File: src/rtl/uar_pkg.sv
// rtl/uar_pkg.sv - shared constants and one-hot state encoding for the uar_rx receiver.
// UAR_PARITY_EN widens the FSM to 5 bits to add PARITY_BIT_ST.
package uar_pkg;

  localparam int UAR_DATA_W     = 8;
  localparam int UAR_OVERSAMPLE = 16;

`ifdef UAR_PARITY_EN
  localparam int UAR_STATE_W = 5;
`else
  localparam int UAR_STATE_W = 4;
`endif

  typedef enum logic [UAR_STATE_W-1:0] {
    IDLE          = UAR_STATE_W'(1),
    START_BIT_ST  = UAR_STATE_W'(2),
    DATA_BITS_ST  = UAR_STATE_W'(4),
    STOP_BIT_ST   = UAR_STATE_W'(8)
`ifdef UAR_PARITY_EN
    , PARITY_BIT_ST = UAR_STATE_W'(16)
`endif
  } uar_state_t;

endpackage

File: src/rtl/uar_sync.sv
// rtl/uar_sync.sv - 2-flop synchronizer for the asynchronous serial line, resets to idle-high.
module uar_sync (
  input  logic clk_x,
  input  logic rst_n,
  input  logic d,
  output logic q
);

  logic meta;

  always_ff @(posedge clk_x or negedge rst_n) begin
    if (!rst_n) begin
      meta <= 1'b1;
      q    <= 1'b1;
    end else begin
      meta <= d;
      q    <= meta;
    end
  end

endmodule

File: src/rtl/uar_rx.sv
// rtl/uar_rx.sv - UART receiver, 8N1 (8E1 with UAR_PARITY_EN), 16x-style oversampling.
// Samples at bit centres and leaves at the stop-bit centre so frames can run back-to-back.
module uar_rx
  import uar_pkg::*;
#(
  parameter int OVERSAMPLE = UAR_OVERSAMPLE
) (
  input  logic                  clk_x,
  input  logic                  rst_n,
  input  logic                  sample_tick,
  input  logic                  rx_in,
  output logic [UAR_DATA_W-1:0] dout,
  output logic                  dout_vld,
  output logic                  frame_err,
  output logic                  parity_err,
  output logic                  busy
);

  localparam int TW = $clog2(OVERSAMPLE);
  localparam logic [TW-1:0] HALF_LAST = TW'(OVERSAMPLE / 2 - 1);
  localparam logic [TW-1:0] FULL_LAST = TW'(OVERSAMPLE - 1);

  logic                  rx_s;
  uar_state_t            state, state_nxt;
  logic [TW-1:0]         tick_cnt, tick_cnt_nxt;
  logic [2:0]            bit_cnt, bit_cnt_nxt;
  logic [UAR_DATA_W-1:0] shreg, shreg_nxt;
  logic [UAR_DATA_W-1:0] dout_nxt;
  logic                  line_ok, line_ok_nxt;
  logic                  vld_nxt, ferr_nxt, perr_nxt, busy_nxt;
  logic                  par_bad;

  uar_sync u_sync (
    .clk_x(clk_x),
    .rst_n(rst_n),
    .d    (rx_in),
    .q    (rx_s)
  );

`ifdef UAR_PARITY_EN
  logic par_bad_nxt;

  always_ff @(posedge clk_x or negedge rst_n) begin
    if (!rst_n) par_bad <= 1'b0;
    else        par_bad <= par_bad_nxt;
  end
`else
  assign par_bad = 1'b0;
`endif

  always_ff @(posedge clk_x or negedge rst_n) begin
    if (!rst_n) begin
      state      <= IDLE;
      tick_cnt   <= '0;
      bit_cnt    <= '0;
      shreg      <= '0;
      line_ok    <= 1'b1;
      dout       <= '0;
      dout_vld   <= 1'b0;
      frame_err  <= 1'b0;
      parity_err <= 1'b0;
      busy       <= 1'b0;
    end else begin
      state      <= state_nxt;
      tick_cnt   <= tick_cnt_nxt;
      bit_cnt    <= bit_cnt_nxt;
      shreg      <= shreg_nxt;
      line_ok    <= line_ok_nxt;
      dout       <= dout_nxt;
      dout_vld   <= vld_nxt;
      frame_err  <= ferr_nxt;
      parity_err <= perr_nxt;
      busy       <= busy_nxt;
    end
  end

  always_comb begin
    state_nxt    = state;
    tick_cnt_nxt = tick_cnt;
    bit_cnt_nxt  = bit_cnt;
    shreg_nxt    = shreg;
    dout_nxt     = dout;
    line_ok_nxt  = line_ok;
    vld_nxt      = 1'b0;
    ferr_nxt     = 1'b0;
    perr_nxt     = 1'b0;
`ifdef UAR_PARITY_EN
    par_bad_nxt  = par_bad;
`endif

    // Any high sample re-arms start detection after a break.
    if (sample_tick && rx_s) line_ok_nxt = 1'b1;

    case (state)
      IDLE: begin
        if (sample_tick && !rx_s && line_ok) begin
          state_nxt    = START_BIT_ST;
          tick_cnt_nxt = '0;
        end
      end
      START_BIT_ST: begin
        if (sample_tick) begin
          tick_cnt_nxt = tick_cnt + 1'b1;
          if (tick_cnt == HALF_LAST) begin
            if (!rx_s) begin
              state_nxt    = DATA_BITS_ST;
              tick_cnt_nxt = '0;
              bit_cnt_nxt  = '0;
            end else begin
              state_nxt = IDLE;
            end
          end
        end
      end
      DATA_BITS_ST: begin
        if (sample_tick) begin
          tick_cnt_nxt = tick_cnt + 1'b1;
          if (tick_cnt == FULL_LAST) begin
            shreg_nxt   = {rx_s, shreg[UAR_DATA_W-1:1]};
            bit_cnt_nxt = bit_cnt + 3'd1;
            if (bit_cnt == 3'd7) begin
`ifdef UAR_PARITY_EN
              state_nxt = PARITY_BIT_ST;
`else
              state_nxt = STOP_BIT_ST;
`endif
            end
          end
        end
      end
`ifdef UAR_PARITY_EN
      PARITY_BIT_ST: begin
        if (sample_tick) begin
          tick_cnt_nxt = tick_cnt + 1'b1;
          if (tick_cnt == FULL_LAST) begin
            par_bad_nxt = (^shreg) ^ rx_s;
            state_nxt   = STOP_BIT_ST;
          end
        end
      end
`endif
      STOP_BIT_ST: begin
        if (sample_tick) begin
          tick_cnt_nxt = tick_cnt + 1'b1;
          if (tick_cnt == FULL_LAST) begin
            state_nxt = IDLE;
            if (!rx_s) begin
              ferr_nxt    = 1'b1;
              line_ok_nxt = 1'b0;
            end else if (par_bad) begin
              perr_nxt = 1'b1;
            end else begin
              vld_nxt  = 1'b1;
              dout_nxt = shreg;
            end
          end
        end
      end
      default: state_nxt = IDLE;
    endcase

    busy_nxt = (state_nxt != IDLE);
  end

endmodule

File: config.mk
export PLATFORM = sky130hd
export DESIGN_NAME = uar_rx
export DESIGN_NICKNAME = d
export VERILOG_FILES = /design/src/rtl/uar_pkg.sv /design/src/rtl/uar_sync.sv /design/src/rtl/uar_rx.sv
export SDC_FILE = /design/constraint.sdc
export NUM_CORES = 1
export LEC_CHECK = 0
export ABC_CLOCK_PERIOD_IN_PS = 1810
export BUFFER_PORTS_ARGS = -buffer_cell sky130_fd_sc_hd__buf_2
export CAP_MARGIN = 20
export CELL_PAD_IN_SITES_DETAIL_PLACEMENT = 0
export CELL_PAD_IN_SITES_GLOBAL_PLACEMENT = 2
export CORE_ASPECT_RATIO = 0.75
export CORE_MARGIN = 2
export CORE_UTILIZATION = 35
export CTS_CLUSTER_SIZE = 28
export DETAILED_ROUTE_END_ITERATION = 8
export PLACE_DENSITY = 0.81
export SLEW_MARGIN = 0
export SYNTH_ARGS = -nofsm -noshare
export SYNTH_HDL_FRONTEND = slang
export SYNTH_SLANG_ARGS = --single-unit
File: constraint.sdc
create_clock -name clk_x -period 1.81 [get_ports clk_x]
set_input_delay 0.0905 -clock clk_x [delete_from_list [all_inputs] [get_ports clk_x]]
set_output_delay 0.0905 -clock clk_x [all_outputs]
set_load 0.02 [all_outputs]
# After elaboration in Yosys (flattened, before gate mapping)
# Index checks and enable logic that the tools add are counted.
# word_totals
regBits	33
input_bits	4
elab_cells	74
output_inout_bits	12
# op_classes
muxes	35
addsub	2
reduce_logical	11
n_eq_ne	15
# op_table
op	n
2-to-1 mux 4 bit	13
2-to-1 mux 3 bit	6
case mux 4 bit (4 select lines)	1
2-to-1 mux 1 bit	13
!= test 2 bit (second input constant)	6
case mux 4 bit (3 select lines)	1
== test 4 x 3 -> 1 bit (second input constant)	2
== test 4 bit (second input constant)	2
AND reduction 4 bit	2
case mux 3 bit (2 select lines)	1
AND reduction 6 bit	1
adder 4 x 1 -> 4 bit (second input constant)	1
== test 4 x 1 -> 1 bit (second input constant)	1
== test 4 x 2 -> 1 bit (second input constant)	1
!= test 4 x 1 -> 1 bit (second input constant)	1
adder 3 x 1 -> 3 bit (second input constant)	1
== test 3 bit (second input constant)	1
logical AND 1 bit	3
AND reduction 3 bit	1
nonzero test 3 bit	1
!= test 2 x 1 -> 1 bit (second input constant)	1
nonzero test 2 bit	1
OR reduction 2 bit	1
logical NOT 1 bit	1

# Longest topological paths before layout
# logic_depth
word_depth	6
depth_mapped	6
ltp_nobuf	6

# By module
# Synthesis repeated with hierarchy kept, for this count alone.
# unflattened
cells_unflattened	122
area_unflattened_um2	1580.3
# by_module_without_submodules
module	cells_per_inst	seq_area_each_um2	area_per_inst_um2	n_inst
uar_rx	120	778.2	1527.7	1
uar_sync	2	52.6	52.6	1

# Least setup slack after synthesis
# OpenSTA, ideal clock, no wires.
# synth_path
kind	register -> register
start	reg state[1]
end	reg dout[0]
slack_ps	-25
required_ps	1685
setup_ps	125
n_path_buf	1
period_less_slack_ps	1835
arrival_time_ps	1710
path_stages_with_launch	6
path_cell_list	dfrtp_1 > buf_6 > or3b_1 > or3_4 > nor2_8 > mux2_2
# synth_between
elab_chain_cells	2
# synth_rtl
element	line	rtl
start: declaration	uar_rx.sv:24	uar_state_t state, state_nxt;
start signal: assignment	uar_rx.sv:64	state <= state_nxt;
== test 4 bit	uar_rx.sv:94	case (state)
AND reduction 4 bit (no source line)	-	
end signal: assignment	uar_rx.sv:69	dout <= dout_nxt;
end: declaration	uar_rx.sv:12	output logic [UAR_DATA_W-1:0] dout,
# Every way passes these cells.
# A chain may end at the register's enable or synchronous reset.

# Worst setup path after layout
# layout_path
start	reg state[2]
end	reg dout[3]
# Same word-level chain as after synthesis.

==> out/results.tsv <==
stage	metric	value	unit
synth	syn_area	1530	um^2
detailed_routing	wl_per_cell	14.6	um
synth	yosysWarnings	0	
clocking	cts.htree.levels	2	
floorplanning	rows	20	
synth	synthXorXnorAreaFrac	0.00571	
pwr	p_leak	0.000997	uW
floorplanning	pin_count	16	
detailed_routing	via_per_inst	5.03	
synth	synth_seq_cells	33	
timing	setup_violations	7	
critical_path	cp-end-kind	register	
job	maxCapViolations	0	
timing	worst_slack	-17.6	ps
pwr	peakVddDrop	0.409	mV
detailed_routing	maxUsedRoutingLayer	met4	
cells_and_area	ff_latch_area	831	um^2
timing	tightest_slew	705	ps
detailed_routing	drc	0	
detailed_routing	first_pass_iters	4	
clocking	cts_made_buffers	5	
synth	syn-instance-count	121	
cells_and_area	multi_input_area	701	um^2
cells_and_area	fin_nets	165	
placed_design	detailedPlacementHpwl	2140	um
detailed_routing	route.met3.wl	86	um
timing	rsz0062_at_grt	true	
synth	synth_cell_types	48	
synth	synth_top_flop_cell	dfrtp_1	
clocking	root_buffer	clkbuf_8	
synth	synth_compound_area_frac	0.0750	
timing	hold_violations	0	
synth	yosys-mux-area-fraction	0.139	
global_routing	grt_first_pass_wirelength	5240	um
placed_design	pre_cts_ws	-6.80	ps
floorplanning	core	4130	um^2
global_routing	antenna_found_initial	0	
detailed_routing	routed-via-count	1076	
synth	synth_top_family_by_area	simple AND/OR/NAND/NOR gates	
pwr	powerDensity	811	nW/um^2
clocking	clkSinkCount	33	
placed_design	io_buffers	14	
timing	max_freq	547	MHz
timing	finalClockSkew	7.99	ps
cells_and_area	area_delta_synth_final	29.6	%
floorplanning	start_util	0.372	
worst_hold_path	worst_hold_path_type	primary input to register	
critical_path	crit_buf_inv	0	
placed_design	globalplace.congestion	0.806	
global_routing	grtUsageTotal	0.145	
floorplanning	die_h	61.3	um
critical_path	critPathMaxStageDelay	430	ps
cells_and_area	final_cell_mix	dfrtp_1 (29), buf_4 (19), buf_2 (14)	
critical_path	cp_top_family	simple AND/OR/NAND/NOR gates	
critical_path	worst_path_max_delay_cell	or3_4	
detailed_routing	ant_nets	0	
timing	slew_violations	0	
global_routing	grt_pass1_vias	1109	
critical_path	crit_arrival	2000	ps
outcome	failed_checks	negative setup slack	
global_routing	overflow	0	
synth	post_synth_and_or_nand_nor_area_fraction	0.166	
timing	max_slew_margin	0.530	
timing	fin_crit	1830	ps
floorplanning	die_width	80.4	um
floorplanning	dieArea	4930	um^2
clocking	cts_max_path_buffers	2	
global_routing	grt_max_degree	34	
detailed_routing	drtIter0Drc	191	
synth	synth_edf_count	0	
clocking	worstSkewPairLatency	280	ps
critical_path	worstPathMaxFanout	4	
clocking	clk_pin_slew	60	ps
timing	fin_tns_setup	-76.4	ps
cells_and_area	fillers	366	
detailed_routing	met1Wirelength	1460	um
critical_path	cp_data_required_time	1980	ps
detailed_routing	wl	3120	um
cells_and_area	num_antenna_cells	0	
outcome	outcome	finished, violations left	
synth	synth_adder_area_share	0.0245	
clocking	tritoncts	built	
cells_and_area	drive_gt1_frac	0.491	
synth	yosysSeqAreaShare	0.542	
critical_path	path_class	register to register	
detailed_routing	wl_met2	1520	um
cells_and_area	final_common_cell	dfrtp_1	
critical_path	path_cells	or3b_4 > or3_4 > nor2_4 > mux2_2	
synth	synth_async_sr_flop_share	1.00	
critical_path	start_kind	register	
synth	syn_area_per_cell	12.7	um^2
synth	synth_fp_nets	128	
timing	fin_crit_sh	1.01	
## per-stage QoR
step	hold WS, ps	util	area [um^2]	power [uW]	std cells
floorplan	-205	-	1530	861	121
detailed placement	182	0.423	1750	902	198
CTS	131	0.463	1910	1630	210
global placement	181	0.423	1750	901	198
finish	142	0.482	1990	1610	214
global route	154	0.482	1990	1700	214
## tightest hold or removal path: stages
cell and delay [ps]:
buf_2 150, nor2_1 120, nor2_1 60
## sequential cells by signal, indices dropped and copies added (netlist names)
| signal | cells |
|---|---|
| state | 4 |
| u_sync.q | 1 |
| dout_vld | 1 |
| tick_cnt | 4 |
| line_ok | 1 |
| dout | 8 |
| bit_cnt | 3 |
| shreg | 8 |
| u_sync.meta | 1 |
| busy | 1 |
| frame_err | 1 |
## report_power, final
| part | leakage, uW | switching (uW) | total [uW] | internal, uW |
|---|---|---|---|---|
| Combinational | 0.000492 | 68.0 | 119 | 51.1 |
| Clock | 0.0000585 | 261 | 710 | 448 |
| Sequential | 0.000446 | 20.7 | 784 | 763 |
## synth_stat cells, types with 2 or more instances
cell     count  area share
dfrtp_1     29        0.47
mux2_2      16        0.12
nand2_1      7       0.017
nor2_1       7       0.017
inv_1        5       0.012
dfstp_2      4       0.069
ha_1         3       0.024
nor4b_1      3       0.017
a21oi_1      2      0.0065
a22o_1       2       0.011
and4b_1      2       0.013
buf_2        2      0.0065
buf_4        2      0.0098
buf_6        2       0.015
mux2_1       2       0.015
## final timing paths
kind | start | endpoint | slack (ps) | depth (start not counted)
min | sample_tick | line_ok | 140 | 3
min reg2reg | u_sync.meta | u_sync.q | 360 | 0
max in group asynchronous | rst_n | bit_cnt[1] | 970 | 2
max | state[2] | dout[3] | -20 | 4
max reg2reg | state[2] | dout[3] | -20 | 4
min in group asynchronous | rst_n | tick_cnt[2] | 390 | 2
## area by class of cell
| type | count | area share |
|---|---|---|
| clock inverters | 1 | 0.0151 |
| inverters | 5 | 0.00944 |
| clock buffers | 7 | 0.0434 |
| flip-flops and latches | 33 | 0.418 |
| multi-input cells | 77 | 0.352 |
| well taps | 55 | 0.0346 |
| repair buffers | 36 | 0.127 |
## metal layers
metal	up-vias	GRT usage
li1	510	-
met1	540	0.186
met2	19	0.226
met3	7	0.0543
met4	0	0.0557
met5	-	0
## timing repair
action	CTS	global route
setup endpoints to repair	8	20
pin swaps	2	3
cloned	1	0
resized for setup	2	12
setup buffers	1	4
hold endpoints to repair	30	0
hold buffers	2	0
## kinds of logic (layout without fill, tap and decap cells)
group | count (synthesis) | in the layout
xor+xnor | 1 | 1
other cells | 1 | 1
flops | 33 | 33
mux | 19 | 19
compound gates | 15 | 15
simple gates | 37 | 38
buf+inv | 12 | 49
fa+ha+maj | 3 | 3
Note: power is estimated with default switching activity, not from simulation.
